### config.mk
export PLATFORM = sky130hd
export DESIGN_NAME = keypad_scan_ctrl
export DESIGN_NICKNAME = d
export VERILOG_FILES = /design/src/rtl/keypad_scan_ctrl.sv
export SDC_FILE = /design/constraint.sdc
export NUM_CORES = 1
export LEC_CHECK = 0
export ABC_AREA = 1
export CAP_MARGIN = 20
export CELL_PAD_IN_SITES_DETAIL_PLACEMENT = 0
export CELL_PAD_IN_SITES_GLOBAL_PLACEMENT = 1
export CORE_MARGIN = 3
export CORE_UTILIZATION = 30
export DETAILED_ROUTE_END_ITERATION = 6
export GPL_ROUTABILITY_DRIVEN = 0
export PLACE_DENSITY = 0.66
export SLEW_MARGIN = 20
export SYNTH_ARGS = -nofsm -noshare
export SYNTH_HDL_FRONTEND = slang
export SYNTH_SLANG_ARGS = --single-unit
### constraint.sdc
create_clock -name clk -period 3.4 [get_ports clk]
set_input_delay 0.85 -clock clk [delete_from_list [all_inputs] [get_ports clk]]
set_output_delay 0.85 -clock clk [all_outputs]
set_load 0.05 [all_outputs]
### src/rtl/keypad_scan_ctrl.sv
// 4x4 keypad column scanner with synchronised row inputs, press/release
// debouncing, multi-key rejection and a held-key indication.
module keypad_scan_ctrl #(
  parameter int unsigned SCAN_DIV = 1000,
  parameter int unsigned DEBOUNCE = 20000
) (
  input  logic       clk,
  input  logic       rst,
  input  logic       scan_en,
  input  logic [3:0] row,
  output logic [3:0] col,
  output logic       key_valid,
  output logic [3:0] key_code,
  output logic       key_held
);

  typedef enum logic [2:0] {
    S_IDLE,
    S_SCAN,
    S_DEBOUNCE,
    S_PRESSED,
    S_RELEASE
  } state_t;

  localparam logic [15:0] SCAN_LAST = 16'(SCAN_DIV - 1);
  localparam logic [15:0] DEB_LAST  = 16'(DEBOUNCE - 1);

  state_t      state_q, state_d;
  logic [15:0] cnt_q, cnt_d;
  logic [1:0]  col_idx_q, col_idx_d;
  logic [3:0]  pattern_q, pattern_d;
  logic [3:0]  key_code_q, key_code_d;
  logic        key_valid_q, key_valid_d;
  logic [3:0]  sync_meta_q, sync_row_q;
  logic [1:0]  row_idx;
  logic        pattern_one_hot;

  always_ff @(posedge clk or negedge rst) begin
    if (!rst) begin
      sync_meta_q <= '0;
      sync_row_q  <= '0;
    end else begin
      sync_meta_q <= row;
      sync_row_q  <= sync_meta_q;
    end
  end

  assign pattern_one_hot = (pattern_q != 4'd0) && ((pattern_q & (pattern_q - 4'd1)) == 4'd0);

  always_comb begin
    case (pattern_q)
      4'b0010: row_idx = 2'd1;
      4'b0100: row_idx = 2'd2;
      4'b1000: row_idx = 2'd3;
      default: row_idx = 2'd0;
    endcase
  end

  always_comb begin
    state_d     = state_q;
    cnt_d       = cnt_q;
    col_idx_d   = col_idx_q;
    pattern_d   = pattern_q;
    key_code_d  = key_code_q;
    key_valid_d = 1'b0;
    case (state_q)
      S_IDLE: begin
        cnt_d     = '0;
        col_idx_d = '0;
        if (scan_en) state_d = S_SCAN;
      end
      S_SCAN: begin
        if (!scan_en) begin
          state_d = S_IDLE;
          cnt_d   = '0;
        end else if (cnt_q == SCAN_LAST) begin
          cnt_d = '0;
          if (sync_row_q != 4'd0) begin
            state_d   = S_DEBOUNCE;
            pattern_d = sync_row_q;
          end else begin
            col_idx_d = col_idx_q + 2'd1;
          end
        end else begin
          cnt_d = cnt_q + 16'd1;
        end
      end
      S_DEBOUNCE: begin
        if (!scan_en) begin
          state_d = S_IDLE;
          cnt_d   = '0;
        end else if (sync_row_q != pattern_q) begin
          state_d   = S_SCAN;
          col_idx_d = col_idx_q + 2'd1;
          cnt_d     = '0;
        end else if (cnt_q == DEB_LAST) begin
          cnt_d = '0;
          // Multi-key patterns are only rejected once stable, then scanning moves on.
          if (pattern_one_hot) begin
            state_d     = S_PRESSED;
            key_valid_d = 1'b1;
            key_code_d  = {col_idx_q, row_idx};
          end else begin
            state_d   = S_SCAN;
            col_idx_d = col_idx_q + 2'd1;
          end
        end else begin
          cnt_d = cnt_q + 16'd1;
        end
      end
      S_PRESSED: begin
        if (sync_row_q == 4'd0) begin
          state_d = S_RELEASE;
          cnt_d   = '0;
        end
      end
      S_RELEASE: begin
        if (sync_row_q != 4'd0) begin
          state_d = S_PRESSED;
          cnt_d   = '0;
        end else if (cnt_q == DEB_LAST) begin
          state_d   = S_SCAN;
          col_idx_d = col_idx_q + 2'd1;
          cnt_d     = '0;
        end else begin
          cnt_d = cnt_q + 16'd1;
        end
      end
      default: state_d = S_IDLE;
    endcase
  end

  always_ff @(posedge clk or negedge rst) begin
    if (!rst) begin
      state_q     <= S_IDLE;
      cnt_q       <= '0;
      col_idx_q   <= '0;
      pattern_q   <= '0;
      key_code_q  <= '0;
      key_valid_q <= 1'b0;
    end else begin
      state_q     <= state_d;
      cnt_q       <= cnt_d;
      col_idx_q   <= col_idx_d;
      pattern_q   <= pattern_d;
      key_code_q  <= key_code_d;
      key_valid_q <= key_valid_d;
    end
  end

  assign col       = (state_q == S_IDLE) ? 4'b0000 : (4'b0001 << col_idx_q);
  assign key_valid = key_valid_q;
  assign key_code  = key_code_q;
  assign key_held  = (state_q == S_PRESSED) || (state_q == S_RELEASE);

endmodule

==> flow_summary.json, run 1 <==
{
  "syn_inst": 339,
  "timing.rr.start": "cnt_q[12]",
  "layout-drive-gt1-share_pct": 12.8,
  "num_vias": 2063,
  "power.density_mw_per_mm2": 536,
  "path_max_fanout": 6,
  "htree_levels": 2,
  "r2r_slack_ps": 1560,
  "synth_area_mm2": 0.00243,
  "hpwl_um": 4230,
  "slew_violations": 0,
  "clk_pin_slew_ps": 80,
  "coreArea_mm2": 0.00781,
  "grtUsageTotal_pct": 13.4,
  "cts-root-buf": "clkbuf_8",
  "wirelength_um": 5500,
  "grt_first_pass_wirelength_um": 9580,
  "end_kind": "primary output",
  "clkLatencyLatePin_ps": 290,
  "max_freq_ghz": 0.336,
  "finClkSkew_ps": 7.26,
  "ys_top_cells_by_area": "dfrtp_1 39%, nand2_1 15%, inv_1 7.6%",
  "portBuffers": 16,
  "synth_seq_area_share_pct": 39.2,
  "die_x_um": 96.0,
  "postSynthAreaPerCell_um2": 7.16,
  "maxCapViolCount": 0,
  "arrival_ps": 2130,
  "cts_setup_buffers": 0,
  "holdPathStages": 0,
  "drcViolationCount": 0,
  "numClockSinks": 38,
  "synth_nets": 351,
  "start_kind": "register",
  "syn2layout_area_growth_pct": 16.2,
  "cts_tree": "built",
  "reg2regPathDepth": 10,
  "worstSetupPathType": "reg2out",
  "nNetsFinal": 371,
  "max_slew_margin_pct": 42.6,
  "grt_max_degree": 39,
  "critPathRequiredTime_ps": 2550,
  "rsz0062_at_grt": "no",
  "ctsLongestPathBuffers": 2,
  "min_from": "sync_meta_q[1]",
  "routed_via_density": 4.47,
  "insertedDiodeCount": 0,
  "die_h_um": 96.0,
  "initial_utilization_pct": 31.1,
  "grt_overflow": 0,
  "post_cts_resized": 0,
  "ys_warn_count": 0,
  "setup_tns_ps": 0,
  "finalCritPeriodShare_pct": 87.6,
  "cts_buffers": 5,
  "grt_pass1_vias": 2009,
  "fillCellCount": 851,
  "antenna_found_initial": 0,
  "placed_area_mm2": 0.00268,
  "ant_nets": 0,
  "status": "completed",
  "rows": 32,
  "max_slew.worst_pin.slew_ps": 862,
  "design_area_mm2": 0.00282,
  "final_hold_viol_count": 0,
  "hold_path.class": "reg2reg",
  "dr.pass1.iters": 4,
  "ctsHoldBuffers": 0,
  "synth_top_area_share_pct": 39.2,
  "p_leak_nw": 1.38,
  "vdd_drop_max_mv": 0.158,
  "reg2reg_to": "cnt_q[3]",
  "die_area_mm2": 0.00921,
  "period_minus_slack_ps": 2980,
  "setup_viol": 0,
  "synth-seq-cells": 38,
  "min_to": "sync_row_q[1]",
  "pin_count": 17,
  "synth_cell_types": 28,
  "drt-initial-drc-count": 66,
  "wire_per_inst_um": 11.9,
  "synth_top_cell_by_area": "dfrtp_1"
}
==> placed cells by master (no fill, tap or decap), types with 2 or more instances in the layout <==
| cell type | instances |
|---|---|
| nor2_4 | 3 |
| nand3_2 | 5 |
| nor2_2 | 8 |
| nor2_1 | 41 |
| clkdlybuf4s50_1 | 15 |
| nand4_1 | 7 |
| clkbuf_8 | 5 |
| nand3_1 | 24 |
| inv_1 | 49 |
| dfrtp_1 | 38 |
| nand2_2 | 8 |
| bufinv_16 | 2 |
| o21ai_0 | 11 |
| xnor2_1 | 2 |
| ha_1 | 5 |
| nor3_2 | 3 |
| inv_2 | 5 |
| nand2_1 | 98 |
| nor3_1 | 12 |
| xor2_1 | 8 |
==> worst max-delay path by stage <==
stage	start	endpoint	slack [ps]	depth (start not counted)
after detailed placement	state_q[0]	key_held	740	5
after global placement	state_q[1]	key_held	810	5
after global routing	state_q[0]	key_held	310	5
after floorplan	col_idx_q[0]	col[2]	1230	4
final	state_q[0]	key_held	420	5
after CTS	state_q[0]	key_held	410	5
==> cell type report <==
type	count	area (um2)	area share (%)
Multi-Input combinational cell	243	1240	44.0
Clock inverter	3	68.8	2.44
Sequential cell	38	951	33.7
Clock buffer	5	68.8	2.44
Inverter	55	208	7.36
Tap cell	102	128	4.52
Timing Repair Buffer	16	155	5.50
==> metal layers <==
layer	part of all wire, %	track usage, %	vias up
met5	0	0	-
met4	1.0	3.79	0
met3	2.5	2.66	6
met2	48	22.8	23
met1	49	17.4	942
li1	-	-	1092
==> critical path, stage by stage (launching register included) <==
cell,delay (ps)
dfrtp_1,430
inv_2,120
nand2_2,100
nor2_2,240
or2_2,160
clkdlybuf4s50_1,780
==> Yosys cell counts (all sizes together) <==
library cell / count
dfrtp: 38
inv: 54
a31oi: 1
xnor2: 2
nand4: 7
nor2: 52
buf: 3
clkinv: 1
o2111ai: 1
ha: 5
nand3: 29
or2: 1
xor2: 8
a21oi: 1
a21boi: 1
o22ai: 1
nand2: 106
nor3: 16
and2: 1
o21ai: 11
==> flip-flops by register name, summed over array words and instances (netlist names) <==
register,flops
sync_meta_q,4
sync_row_q,4
col_idx_q,2
key_code,4
state_q,3
pattern_q,4
cnt_q,16
key_valid,1
==> through the flow <==
| step | hold WS [ps] | std cells | total power [W] | utilization, % | worst slack (ps) |
|---|---|---|---|---|---|
| floorplan | 331 | 339 | 0.000915 | - | 1230 |
| detailed placement | 335 | 454 | 0.00106 | 34.4 | 743 |
| finish | 351 | 462 | 0.00151 | 36.1 | 422 |
| CTS | 354 | 462 | 0.00154 | 36.1 | 406 |
| global placement | 334 | 454 | 0.00106 | 34.4 | 808 |
| global route | 373 | 462 | 0.00163 | 36.1 | 306 |
==> report_power, final <==
| group | switching (W) | total [W] | internal (W) | leakage [nW] |
|---|---|---|---|---|
| sequential | 0.0000379 | 0.000525 | 0.000487 | 0.507 |
| clock | 0.000174 | 0.000468 | 0.000294 | 0.0683 |
| combinational | 0.000362 | 0.000519 | 0.000157 | 0.808 |
==> cells by family (layout without fill, tap and decap cells) <==
logic type	count (synthesis)	count (layout)	synth area share, %
fa+ha+maj	5	5	2.58
buf+inv	58	79	9.64
xor+xnor	10	10	3.61
simple gates	212	212	40.7
flops	38	38	39.2
compound gates	16	16	4.28
Power figures use the tool's default switching activity.
==> inputs of run 2 (changes only) <==
--- a/config.mk
+++ b/config.mk
@@ -10,11 +10,11 @@
 export CELL_PAD_IN_SITES_DETAIL_PLACEMENT = 0
 export CELL_PAD_IN_SITES_GLOBAL_PLACEMENT = 1
 export CORE_MARGIN = 3
-export CORE_UTILIZATION = 30
+export CORE_UTILIZATION = 46
 export DETAILED_ROUTE_END_ITERATION = 6
 export GPL_ROUTABILITY_DRIVEN = 0
-export PLACE_DENSITY = 0.66
-export SLEW_MARGIN = 20
+export PLACE_DENSITY = 0.91
+export SLEW_MARGIN = 10
 export SYNTH_ARGS = -nofsm -noshare
 export SYNTH_HDL_FRONTEND = slang
 export SYNTH_SLANG_ARGS = --single-unit
==> flow_summary.json, run 2 (same netlist as run 1, synthesis figures left out) <==
{
  "path_depth": 5,
  "wirelength_um": 5350,
  "grt_pass1_vias": 1967,
  "grtUsageTotal_pct": 19.4,
  "fin_util_pct": 55.7,
  "reg2reg_to": "cnt_q[11]",
  "holdPathStages": 0,
  "die_area_mm2": 0.00618,
  "reg2regPathDepth": 10,
  "layout_setup_ws_ps": 412,
  "timing.rr.start": "cnt_q[0]",
  "vdd_drop_max_mv": 0.217,
  "insertedDiodeCount": 0,
  "initial_utilization_pct": 49.4,
  "ant_nets": 0,
  "mostFrequentLayoutCell": "nand2_1",
  "hpwl_um": 4060,
  "status": "completed",
  "clk_pin_slew_ps": 80,
  "setup_viol": 0,
  "slowest_delay_ps": 790,
  "clkLatencyLatePin_ps": 290,
  "antenna_found_initial": 0,
  "crit_chain": "inv_2, nand2_2, nor2_2, or2_2, clkdlybuf4s50_1",
  "syn2layout_area_growth_pct": 12.7,
  "layout-drive-gt1-share_pct": 12.8,
  "grt_max_degree": 39,
  "ctsLongestPathBuffers": 2,
  "nNetsFinal": 371,
  "arrival_ps": 2140,
  "cts_setup_buffers": 0,
  "final_cell_mix": "98 x nand2_1, 49 x inv_1, 41 x nor2_1",
  "pin_count": 17,
  "largest_register": "cnt_q",
  "die_h_um": 78.6,
  "fillCellCount": 503,
  "coreArea_mm2": 0.00491,
  "worstSetupPathType": "reg2out",
  "numClockSinks": 38,
  "portBuffers": 16,
  "finClkSkew_ps": 10.5,
  "wire_per_inst_um": 12.5,
  "slowest_stage": "clkdlybuf4s50_1",
  "crit_buf_inv": 2,
  "max_slew_margin_pct": 43.7,
  "slew_violations": 0,
  "critical-path-top-delay-family": "buffers and inverters",
  "p_leak_nw": 1.36,
  "routed_via_density": 4.93,
  "htree_levels": 2,
  "grt_first_pass_wirelength_um": 9470,
  "final_hold_viol_count": 0,
  "cts-root-buf": "clkbuf_8",
  "min_from": "sync_meta_q[3]",
  "preCtsSetupSlack_ps": 745,
  "final_cells": 427,
  "drt-initial-drc-count": 164,
  "finalCritPeriodShare_pct": 87.9,
  "setup_tns_ps": 0,
  "cts_tree": "built",
  "critPathRequiredTime_ps": 2550,
  "die_x_um": 78.6,
  "largest_register_ffs": 16,
  "max_freq_ghz": 0.335,
  "rsz0062_at_grt": "no",
  "start_kind": "register",
  "hold_path.class": "reg2reg",
  "rows": 25,
  "dr.pass1.iters": 4,
  "num_vias": 2106,
  "cts_buffers": 5,
  "power.density_mw_per_mm2": 502,
  "dp.cells": 419,
  "grt_overflow": 0,
  "max_slew.worst_pin.slew_ps": 845,
  "min_to": "sync_row_q[3]",
  "r2r_slack_ps": 1530,
  "drcViolationCount": 0,
  "end_kind": "primary output",
  "post_cts_resized": 0,
  "period_minus_slack_ps": 2990,
  "maxCapViolCount": 0,
  "ctsHoldBuffers": 0,
  "path_max_fanout": 6
}
==> run 2: changes by cell type in the layout (fill, tap and decap cells not counted), sizes merged <==
cell,delta
clkinvlp,+1
bufinv,-2
clkbuf,+1
==> run 2: power breakdown <==
group	internal, W	switching, W	leakage, nW
registers	0.000487	0.0000392	0.507
logic	0.000157	0.000359	0.808
clock network	0.000163	0.000168	0.0472
==> run 2: worst max path at each step <==
stage / startpoint / to
floorplan: col_idx_q[0] / col[2]
global route: state_q[0] / key_held
detailed placement: state_q[0] / key_held
finish: state_q[0] / key_held
CTS: state_q[0] / key_held
global placement: state_q[0] / key_held
==> run 2: final cells by class <==
class / count / area (um2) / share of cell area [%]
Multi-Input combinational cell: 243 / 1240 / 45.4
Sequential cell: 38 / 951 / 34.8
Inverter: 55 / 208 / 7.59
Timing Repair Buffer: 16 / 155 / 5.67
Tap cell: 67 / 83.8 / 3.06
Clock buffer: 6 / 82.6 / 3.02
Clock inverter: 2 / 12.5 / 0.457
==> run 2: worst register-to-register path, stage by stage (launching register included) <==
cell	delay (ps)
dfrtp_1	410
ha_1	200
nand2_1	120
nor2_2	200
nand2_1	100
nor2_2	180
inv_1	70
nand2_2	70
nand3_2	130
nor2_4	220
nor2_1	80
==> run 2: per-stage QoR <==
step	instance area [um2]	total power, W	hold WS [ps]
finish	2740	0.00137	350
detailed placement	2640	0.00105	335
global route	2740	0.00147	358
global placement	2640	0.00105	332
floorplan	2430	0.000915	331
CTS	2740	0.00139	353
==> run 2: routing by layer <==
| metal | global-route usage [%] | routed length (um) | up-vias |
|---|---|---|---|
| li1 | - | - | 1093 |
| met5 | 0 | 0 | - |
| met1 | 25.6 | 2660 | 963 |
| met2 | 31.9 | 2410 | 42 |
| met4 | 6.47 | 89 | 0 |
| met3 | 3.78 | 190 | 8 |
